`src/rtl/mips_pkg.sv`:
```
// Shared encodings for the multicycle MIPS controller: states, opcodes, functs,
// ALU codes, mux selects, and the per-state Moore control word.
package mips_pkg;

   localparam int unsigned OP_W   = 6;
   localparam int unsigned FN_W   = 6;
   localparam int unsigned ALU_W  = 3;
   localparam int unsigned SEL_W  = 2;
   localparam int unsigned ST_W   = 4;

   typedef enum logic [ST_W-1:0] {
      S_FETCH   = 4'd0,
      S_DECODE  = 4'd1,
      S_MEMADR  = 4'd2,
      S_MEMRD   = 4'd3,
      S_MEMWB   = 4'd4,
      S_MEMWR   = 4'd5,
      S_RTYPEEX = 4'd6,
      S_RTYPEWB = 4'd7,
      S_BEQEX   = 4'd8,
      S_ADDIEX  = 4'd9,
      S_ORIEX   = 4'd10,
      S_IMMWB   = 4'd11,
      S_JEX     = 4'd12
   } state_t;

   localparam logic [OP_W-1:0] OP_RTYPE = 6'b000000;
   localparam logic [OP_W-1:0] OP_LW    = 6'b100011;
   localparam logic [OP_W-1:0] OP_SW    = 6'b101011;
   localparam logic [OP_W-1:0] OP_BEQ   = 6'b000100;
   localparam logic [OP_W-1:0] OP_BNE   = 6'b000101;
   localparam logic [OP_W-1:0] OP_ADDI  = 6'b001000;
   localparam logic [OP_W-1:0] OP_ORI   = 6'b001101;
   localparam logic [OP_W-1:0] OP_J     = 6'b000010;

   localparam logic [FN_W-1:0] F_ADD = 6'b100000;
   localparam logic [FN_W-1:0] F_SUB = 6'b100010;
   localparam logic [FN_W-1:0] F_AND = 6'b100100;
   localparam logic [FN_W-1:0] F_OR  = 6'b100101;
   localparam logic [FN_W-1:0] F_SLT = 6'b101010;

   localparam logic [ALU_W-1:0] ALU_ADD = 3'b010;
   localparam logic [ALU_W-1:0] ALU_SUB = 3'b110;
   localparam logic [ALU_W-1:0] ALU_AND = 3'b000;
   localparam logic [ALU_W-1:0] ALU_OR  = 3'b001;
   localparam logic [ALU_W-1:0] ALU_SLT = 3'b111;

   localparam logic [SEL_W-1:0] SRCB_B     = 2'b00;
   localparam logic [SEL_W-1:0] SRCB_FOUR  = 2'b01;
   localparam logic [SEL_W-1:0] SRCB_IMM   = 2'b10;
   localparam logic [SEL_W-1:0] SRCB_IMMSH = 2'b11;

   localparam logic [SEL_W-1:0] PC_ALU    = 2'b00;
   localparam logic [SEL_W-1:0] PC_ALUOUT = 2'b01;
   localparam logic [SEL_W-1:0] PC_JUMP   = 2'b10;

   // Control outputs that depend only on the state (input-dependent strobes excluded)
   typedef struct packed {
      logic              iord;
      logic              alusrca;
      logic              regdst;
      logic              memtoreg;
      logic              extop;
      logic              regwrite;
      logic              memwrite;
      logic [SEL_W-1:0]  alusrcb;
      logic [SEL_W-1:0]  pcsrc;
      logic [ALU_W-1:0]  alucontrol;
   } ctrl_t;

   function automatic ctrl_t state_ctrl(input state_t s, input logic [ALU_W-1:0] rtype_alu);
      ctrl_t c;
      c = '0;
      case (s)
         S_FETCH: begin
            c.alusrcb    = SRCB_FOUR;
            c.alucontrol = ALU_ADD;
            c.pcsrc      = PC_ALU;
         end
         S_DECODE: begin
            c.alusrcb    = SRCB_IMMSH;
            c.alucontrol = ALU_ADD;
         end
         S_MEMADR: begin
            c.alusrca    = 1'b1;
            c.alusrcb    = SRCB_IMM;
            c.alucontrol = ALU_ADD;
         end
         S_MEMRD:  c.iord = 1'b1;
         S_MEMWB: begin
            c.memtoreg = 1'b1;
            c.regwrite = 1'b1;
         end
         S_MEMWR: begin
            c.iord     = 1'b1;
            c.memwrite = 1'b1;
         end
         S_RTYPEEX: begin
            c.alusrca    = 1'b1;
            c.alusrcb    = SRCB_B;
            c.alucontrol = rtype_alu;
         end
         S_RTYPEWB: begin
            c.regdst   = 1'b1;
            c.regwrite = 1'b1;
         end
         S_BEQEX: begin
            c.alusrca    = 1'b1;
            c.alusrcb    = SRCB_B;
            c.alucontrol = ALU_SUB;
            c.pcsrc      = PC_ALUOUT;
         end
         S_ADDIEX: begin
            c.alusrca    = 1'b1;
            c.alusrcb    = SRCB_IMM;
            c.alucontrol = ALU_ADD;
         end
         S_ORIEX: begin
            c.alusrca    = 1'b1;
            c.alusrcb    = SRCB_IMM;
            c.alucontrol = ALU_OR;
            c.extop      = 1'b1;
         end
         S_IMMWB:  c.regwrite = 1'b1;
         S_JEX:    c.pcsrc = PC_JUMP;
         default:  c = '0;
      endcase
      return c;
   endfunction

endpackage

```
`src/rtl/mips_mc_aludec.sv`:
```
// R-type ALU decoder: maps funct to an alucontrol code and flags unsupported functs.
module mips_mc_aludec
   import mips_pkg::*;
#(
   parameter int unsigned FUNCTW = 6,
   parameter int unsigned ALUCW  = 3
) (
   input  logic [FUNCTW-1:0] funct,
   output logic [ALUCW-1:0]  alucontrol,
   output logic              legal
);

   always_comb begin
      alucontrol = ALUCW'(ALU_ADD);
      legal      = 1'b1;
      case (FN_W'(funct))
         F_ADD:   alucontrol = ALUCW'(ALU_ADD);
         F_SUB:   alucontrol = ALUCW'(ALU_SUB);
         F_AND:   alucontrol = ALUCW'(ALU_AND);
         F_OR:    alucontrol = ALUCW'(ALU_OR);
         F_SLT:   alucontrol = ALUCW'(ALU_SLT);
         default: legal      = 1'b0;
      endcase
   end

endmodule

```
`src/rtl/mips_mc_controller.sv`:
```
// Multicycle MIPS control FSM with variable-latency memory handshake.
// Optional: define MIPS_MC_BNE_EN to decode bne through the branch state.
module mips_mc_controller
   import mips_pkg::*;
#(
   parameter int unsigned OPW    = 6,
   parameter int unsigned FUNCTW = 6,
   parameter int unsigned ALUCW  = 3
) (
   input  logic              clk,
   input  logic              reset,
   input  logic [OPW-1:0]    op,
   input  logic [FUNCTW-1:0] funct,
   input  logic              zero,
   input  logic              memready,
   output logic              pcen,
   output logic              irwrite,
   output logic              regwrite,
   output logic              memwrite,
   output logic              iord,
   output logic              alusrca,
   output logic              regdst,
   output logic              memtoreg,
   output logic              extop,
   output logic [1:0]        alusrcb,
   output logic [1:0]        pcsrc,
   output logic [ALUCW-1:0]  alucontrol,
   output logic              illegal,
   output logic [3:0]        state
);

   state_t           cur;
   state_t           nxt;
   state_t           target;
   ctrl_t            ctrl;
   logic [ALUCW-1:0] rtype_alu;
   logic             funct_legal;
   logic             take_branch;
`ifdef MIPS_MC_BNE_EN
   logic             is_bne;
`endif

   mips_mc_aludec #(
      .FUNCTW (FUNCTW),
      .ALUCW  (ALUCW)
   ) u_aludec (
      .funct      (funct),
      .alucontrol (rtype_alu),
      .legal      (funct_legal)
   );

   // Decode target; S_FETCH doubles as "unsupported instruction"
   always_comb begin
      target = S_FETCH;
      case (OP_W'(op))
         OP_LW, OP_SW: target = S_MEMADR;
         OP_RTYPE:     target = funct_legal ? S_RTYPEEX : S_FETCH;
         OP_BEQ:       target = S_BEQEX;
`ifdef MIPS_MC_BNE_EN
         OP_BNE:       target = S_BEQEX;
`endif
         OP_ADDI:      target = S_ADDIEX;
         OP_ORI:       target = S_ORIEX;
         OP_J:         target = S_JEX;
         default:      target = S_FETCH;
      endcase
   end

   always_comb begin
      nxt = S_FETCH;
      case (cur)
         S_FETCH:   nxt = memready ? S_DECODE : S_FETCH;
         S_DECODE:  nxt = target;
         S_MEMADR:  nxt = (OP_W'(op) == OP_SW) ? S_MEMWR : S_MEMRD;
         S_MEMRD:   nxt = memready ? S_MEMWB : S_MEMRD;
         S_MEMWR:   nxt = memready ? S_FETCH : S_MEMWR;
         S_RTYPEEX: nxt = S_RTYPEWB;
         S_ADDIEX,
         S_ORIEX:   nxt = S_IMMWB;
         default:   nxt = S_FETCH;
      endcase
   end

   // State and state-only controls are registered together from the next state
   always_ff @(posedge clk or posedge reset) begin
      if (reset) begin
         cur  <= S_FETCH;
         ctrl <= state_ctrl(S_FETCH, ALU_ADD);
`ifdef MIPS_MC_BNE_EN
         is_bne <= 1'b0;
`endif
      end else begin
         cur  <= nxt;
         ctrl <= state_ctrl(nxt, ALU_W'(rtype_alu));
`ifdef MIPS_MC_BNE_EN
         if (cur == S_DECODE) begin
            is_bne <= (OP_W'(op) == OP_BNE);
         end
`endif
      end
   end

`ifdef MIPS_MC_BNE_EN
   assign take_branch = is_bne ? ~zero : zero;
`else
   assign take_branch = zero;
`endif

   // Input-dependent strobes are forced low while reset is asserted
   assign pcen    = ~reset & (((cur == S_FETCH) & memready) |
                              ((cur == S_BEQEX) & take_branch) |
                              (cur == S_JEX));
   assign irwrite = ~reset & (cur == S_FETCH) & memready;
   assign illegal = ~reset & (cur == S_DECODE) & (target == S_FETCH);

   assign regwrite   = ctrl.regwrite;
   assign memwrite   = ctrl.memwrite;
   assign iord       = ctrl.iord;
   assign alusrca    = ctrl.alusrca;
   assign regdst     = ctrl.regdst;
   assign memtoreg   = ctrl.memtoreg;
   assign extop      = ctrl.extop;
   assign alusrcb    = ctrl.alusrcb;
   assign pcsrc      = ctrl.pcsrc;
   assign alucontrol = ALUCW'(ctrl.alucontrol);
   assign state      = cur;

endmodule

```
`config.mk`:
```
export PLATFORM = sky130hd
export DESIGN_NAME = mips_mc_controller
export DESIGN_NICKNAME = d
export VERILOG_FILES = /design/src/rtl/mips_pkg.sv /design/src/rtl/mips_mc_aludec.sv /design/src/rtl/mips_mc_controller.sv
export SDC_FILE = /design/constraint.sdc
export NUM_CORES = 1
export LEC_CHECK = 0
export ABC_CLOCK_PERIOD_IN_PS = 2200
export BUFFER_PORTS_ARGS = -buffer_cell sky130_fd_sc_hd__buf_2
export CAP_MARGIN = 10
export CORE_MARGIN = 8
export CORE_UTILIZATION = 40
export DETAILED_ROUTE_END_ITERATION = 7
export GPL_TIMING_DRIVEN = 0
export SKIP_LAST_GASP = 1
export SYNTH_ARGS = -nofsm -noshare
export SYNTH_HDL_FRONTEND = slang
export SYNTH_SLANG_ARGS = --single-unit
export TNS_END_PERCENT = 30
```
`constraint.sdc`:
```
create_clock -name clk -period 2.2 [get_ports clk]
set_input_delay 0.11 -clock clk [delete_from_list [all_inputs] [get_ports clk]]
set_output_delay 0.11 -clock clk [all_outputs]
set_load 0.05 [all_outputs]
```
==> run summary <==
status -> complete, no violations
CP Capture Type -> flop
Clk pin slew, worst setup/hold paths -> 0.10 ns
Worst Clk Skew -> 0.009096 ns
Startpoint Class -> flop
# rows -> 20
die area -> 5061 um^2
TNS Setup -> 0 ns
fillers -> 302
sequential power share -> 0.299
Synth cell types -> 51
Leak -> 0.6890 nW
top_reg_cell synth -> dfrtp_1
switching share of total power -> 0.5070
drt first pass iters -> 4
Final Instance Count excl. Fillers -> 200
TritonCTS Buffers -> 3
Slew @ Worst Pin -> 0.6941 ns
Synth Area per Inst -> 9.501 um^2
sw power -> 0.0007546 W
wire length of the first global-routing pass -> 5368 um
Max-Cap Viols -> 0
RSZ-0062 raised after global routing -> false
detailed-route via count -> 1139
pwr dens -> 1004 nW/um^2
Routed wire per std cell -> 15.76 um
ys async rst share -> 1.000
worst hold start -> funct[4]
Initial DRC Count -> 82
Overflow after GRT -> 0
worst skew pair latency -> 0.29 ns
maximum root-to-sink buffer count -> 2
Routed WL -> 3152 um
Core Box Area -> 2978 um^2
Internal Dissipation -> 0.0007337 W
crit path time final -> 2.037 ns
syn nets -> 144
Max-slew headroom -> 0.5367
Clock power frac -> 0.112
Worst VDD drop -> 0.2678 mV
reg-to-reg slack, setup -> 0.16 ns
Die Height -> 71.14 um
Die Span X -> 71.14 um
Port Buf Inserts -> 34
Antenna Nets Post-Route -> 0
worst hold path depth -> 4
FF-to-FF End -> alucontrol[1]
worst path required time -> 2.39 ns
R2R depth -> 6
Clock Sinks -> 18
CTS tree -> done
DP Area -> 1446 um^2
final worst slack -> 0.1632 ns
Synth warnings -> 0
Worst Hold Class -> in2reg
DRC -> 0
Comb power frac -> 0.588
initial antenna violation count -> 0
htree depth -> 1
Placer Congestion -> 0.8199
Seq/Total Area, Yosys -> 0.3724
Root Driver -> clkbuf_4
Post-Syn Instances -> 128
IO Pins -> 37
crit path DAT -> 2.23 ns
reg2reg start -> state[3]
GRT Total Usage -> 0.1282
storage element area -> 452.9 um^2
worst-path fanout max -> 7
# setup viols final -> 0
initial core utilization -> 0.4084
Via density -> 5.695
largest net degree at the start of global routing -> 20
fmax -> 0.4910 GHz
Multi-input gate area -> 715.7 um^2
Area growth, synth to finish -> 21.91%
Cells after DPL -> 195
fraction of layout cells with a size suffix above 1 -> 0.3713
Ant. Diodes -> 0
Slew Viols, Final -> 0
NumNets Final -> 184
final core occ -> 0.4979
vias in the first global route -> 1168
dpl ws -> 0.2047 ns
Synth Register Bits -> 18
hpwl dp -> 2512 um
CP Class -> reg2reg
Cell Area, Synth -> 1216 um^2
final instance area -> 1483 um^2
number of synthesized flops with an enable pin -> 0
Final Hold Viols -> 0
Min-Delay Endpoint -> alucontrol[0]
final worst-path cycle share -> 0.9258
-- synthesized netlist by cell type, types with 2 or more instances --
library cell	instances	area (um^2)
o211ai_1	3	22.52
o21ai_0	3	15.01
and3b_1	2	17.52
nand3_1	4	20.02
o21ai_1	6	30.03
dfrtp_1	16	400.4
nor3_1	2	10.01
buf_4	2	15.01
nand2_1	11	41.29
inv_1	4	15.01
buf_2	3	15.01
nor3b_1	7	52.55
nor2b_1	5	31.28
a21oi_2	2	17.52
dfstp_2	2	52.55
a21oi_1	8	40.04
nor2_1	12	45.04
nand2b_1	3	18.77
-- worst max-delay path by stage --
stage	from	to	slack, ns	depth (start not counted)
after floorplan	state[1]	irwrite	0.17	4
after CTS	reset	illegal	0.16	5
after detailed placement	state[3]	alucontrol[1]	0.20	6
after global placement	state[3]	alucontrol[1]	0.26	6
final	state[3]	alucontrol[1]	0.16	6
after global routing	reset	illegal	0.02	5
-- cell type report --
class	instances	area share
buffer	6	0.02785
clock buffer	4	0.01772
inverter	6	0.01688
multi-input combinational	98	0.4827
sequential	18	0.3055
tap	33	0.02785
timing repair buffer	35	0.1215
-- layout by cell type (no fill, tap or decap), types with 3 or more instances in the layout --
master    count
o211ai_1      3
buf_2        37
nand3_1       4
dfrtp_1      16
inv_1         4
o21ai_0       3
a21oi_1       8
o21ai_1       6
clkbuf_4      3
nor3b_1       7
nand2_1      11
nand2b_1      3
nor2_1       12
nor2b_1       5
-- cells by family (layout without fill, tap and decap cells) --
family	Yosys count	in the layout	synth area share
compound gates	37	37	0.2541
xor+xnor	1	1	0.007203
buf+inv	12	51	0.05452
flops	18	18	0.3724
mux	1	1	0.008231
simple gates	59	59	0.3035
-- metrics by stage --
step / hold WS [ns] / total power, W
after floorplan: 0.05245 / 0.001134
after global placement: 0.2842 / 0.001310
after global routing: 0.1571 / 0.001579
final: 0.1407 / 0.001488
after detailed placement: 0.2988 / 0.001327
after CTS: 0.1460 / 0.001497
-- power groups by stage --
stage | clock, W | combinational (W) | sequential (W)
after detailed placement | 0 | 0.000873 | 0.000455
after global placement | 0 | 0.000863 | 0.000447
after CTS | 0.000171 | 0.000877 | 0.000448
final | 0.000167 | 0.000876 | 0.000445
after global routing | 0.000188 | 0.000937 | 0.000454
after floorplan | 0 | 0.000464 | 0.000670
-- critical path, cell delays in order (launching register included) --
cell and delay (ns):
dfrtp_1 0.48, nor4b_4 0.48, nand4_1 0.32, o311ai_2 0.23
nor2_1 0.13, a21oi_1 0.16, o221ai_1 0.14
-- registers in the layout, summed over array words and instances, names as in the netlist --
name and cells:
regdst 1, alusrca 1, alusrcb 2, iord 1, state 4, extop 1
memtoreg 1, alucontrol 3, memwrite 1, regwrite 1, pcsrc 2
-- metal layers --
metal | vias up | wire length [um] | track usage
li1 | 546 | - | -
met1 | 543 | 1349 | 0.1577
met2 | 45 | 1544 | 0.2112
met3 | 5 | 212 | 0.02684
met4 | 0 | 46 | 0.05081
met5 | - | 0 | 0
-- what timing repair did --
action | CTS | global route
hold buffers | 1 | 0
resized for setup | 0 | 0
buffers inserted | 0 | 0
endpoints found under the hold margin | 16 | 0
Power figures use the tool's default switching activity.
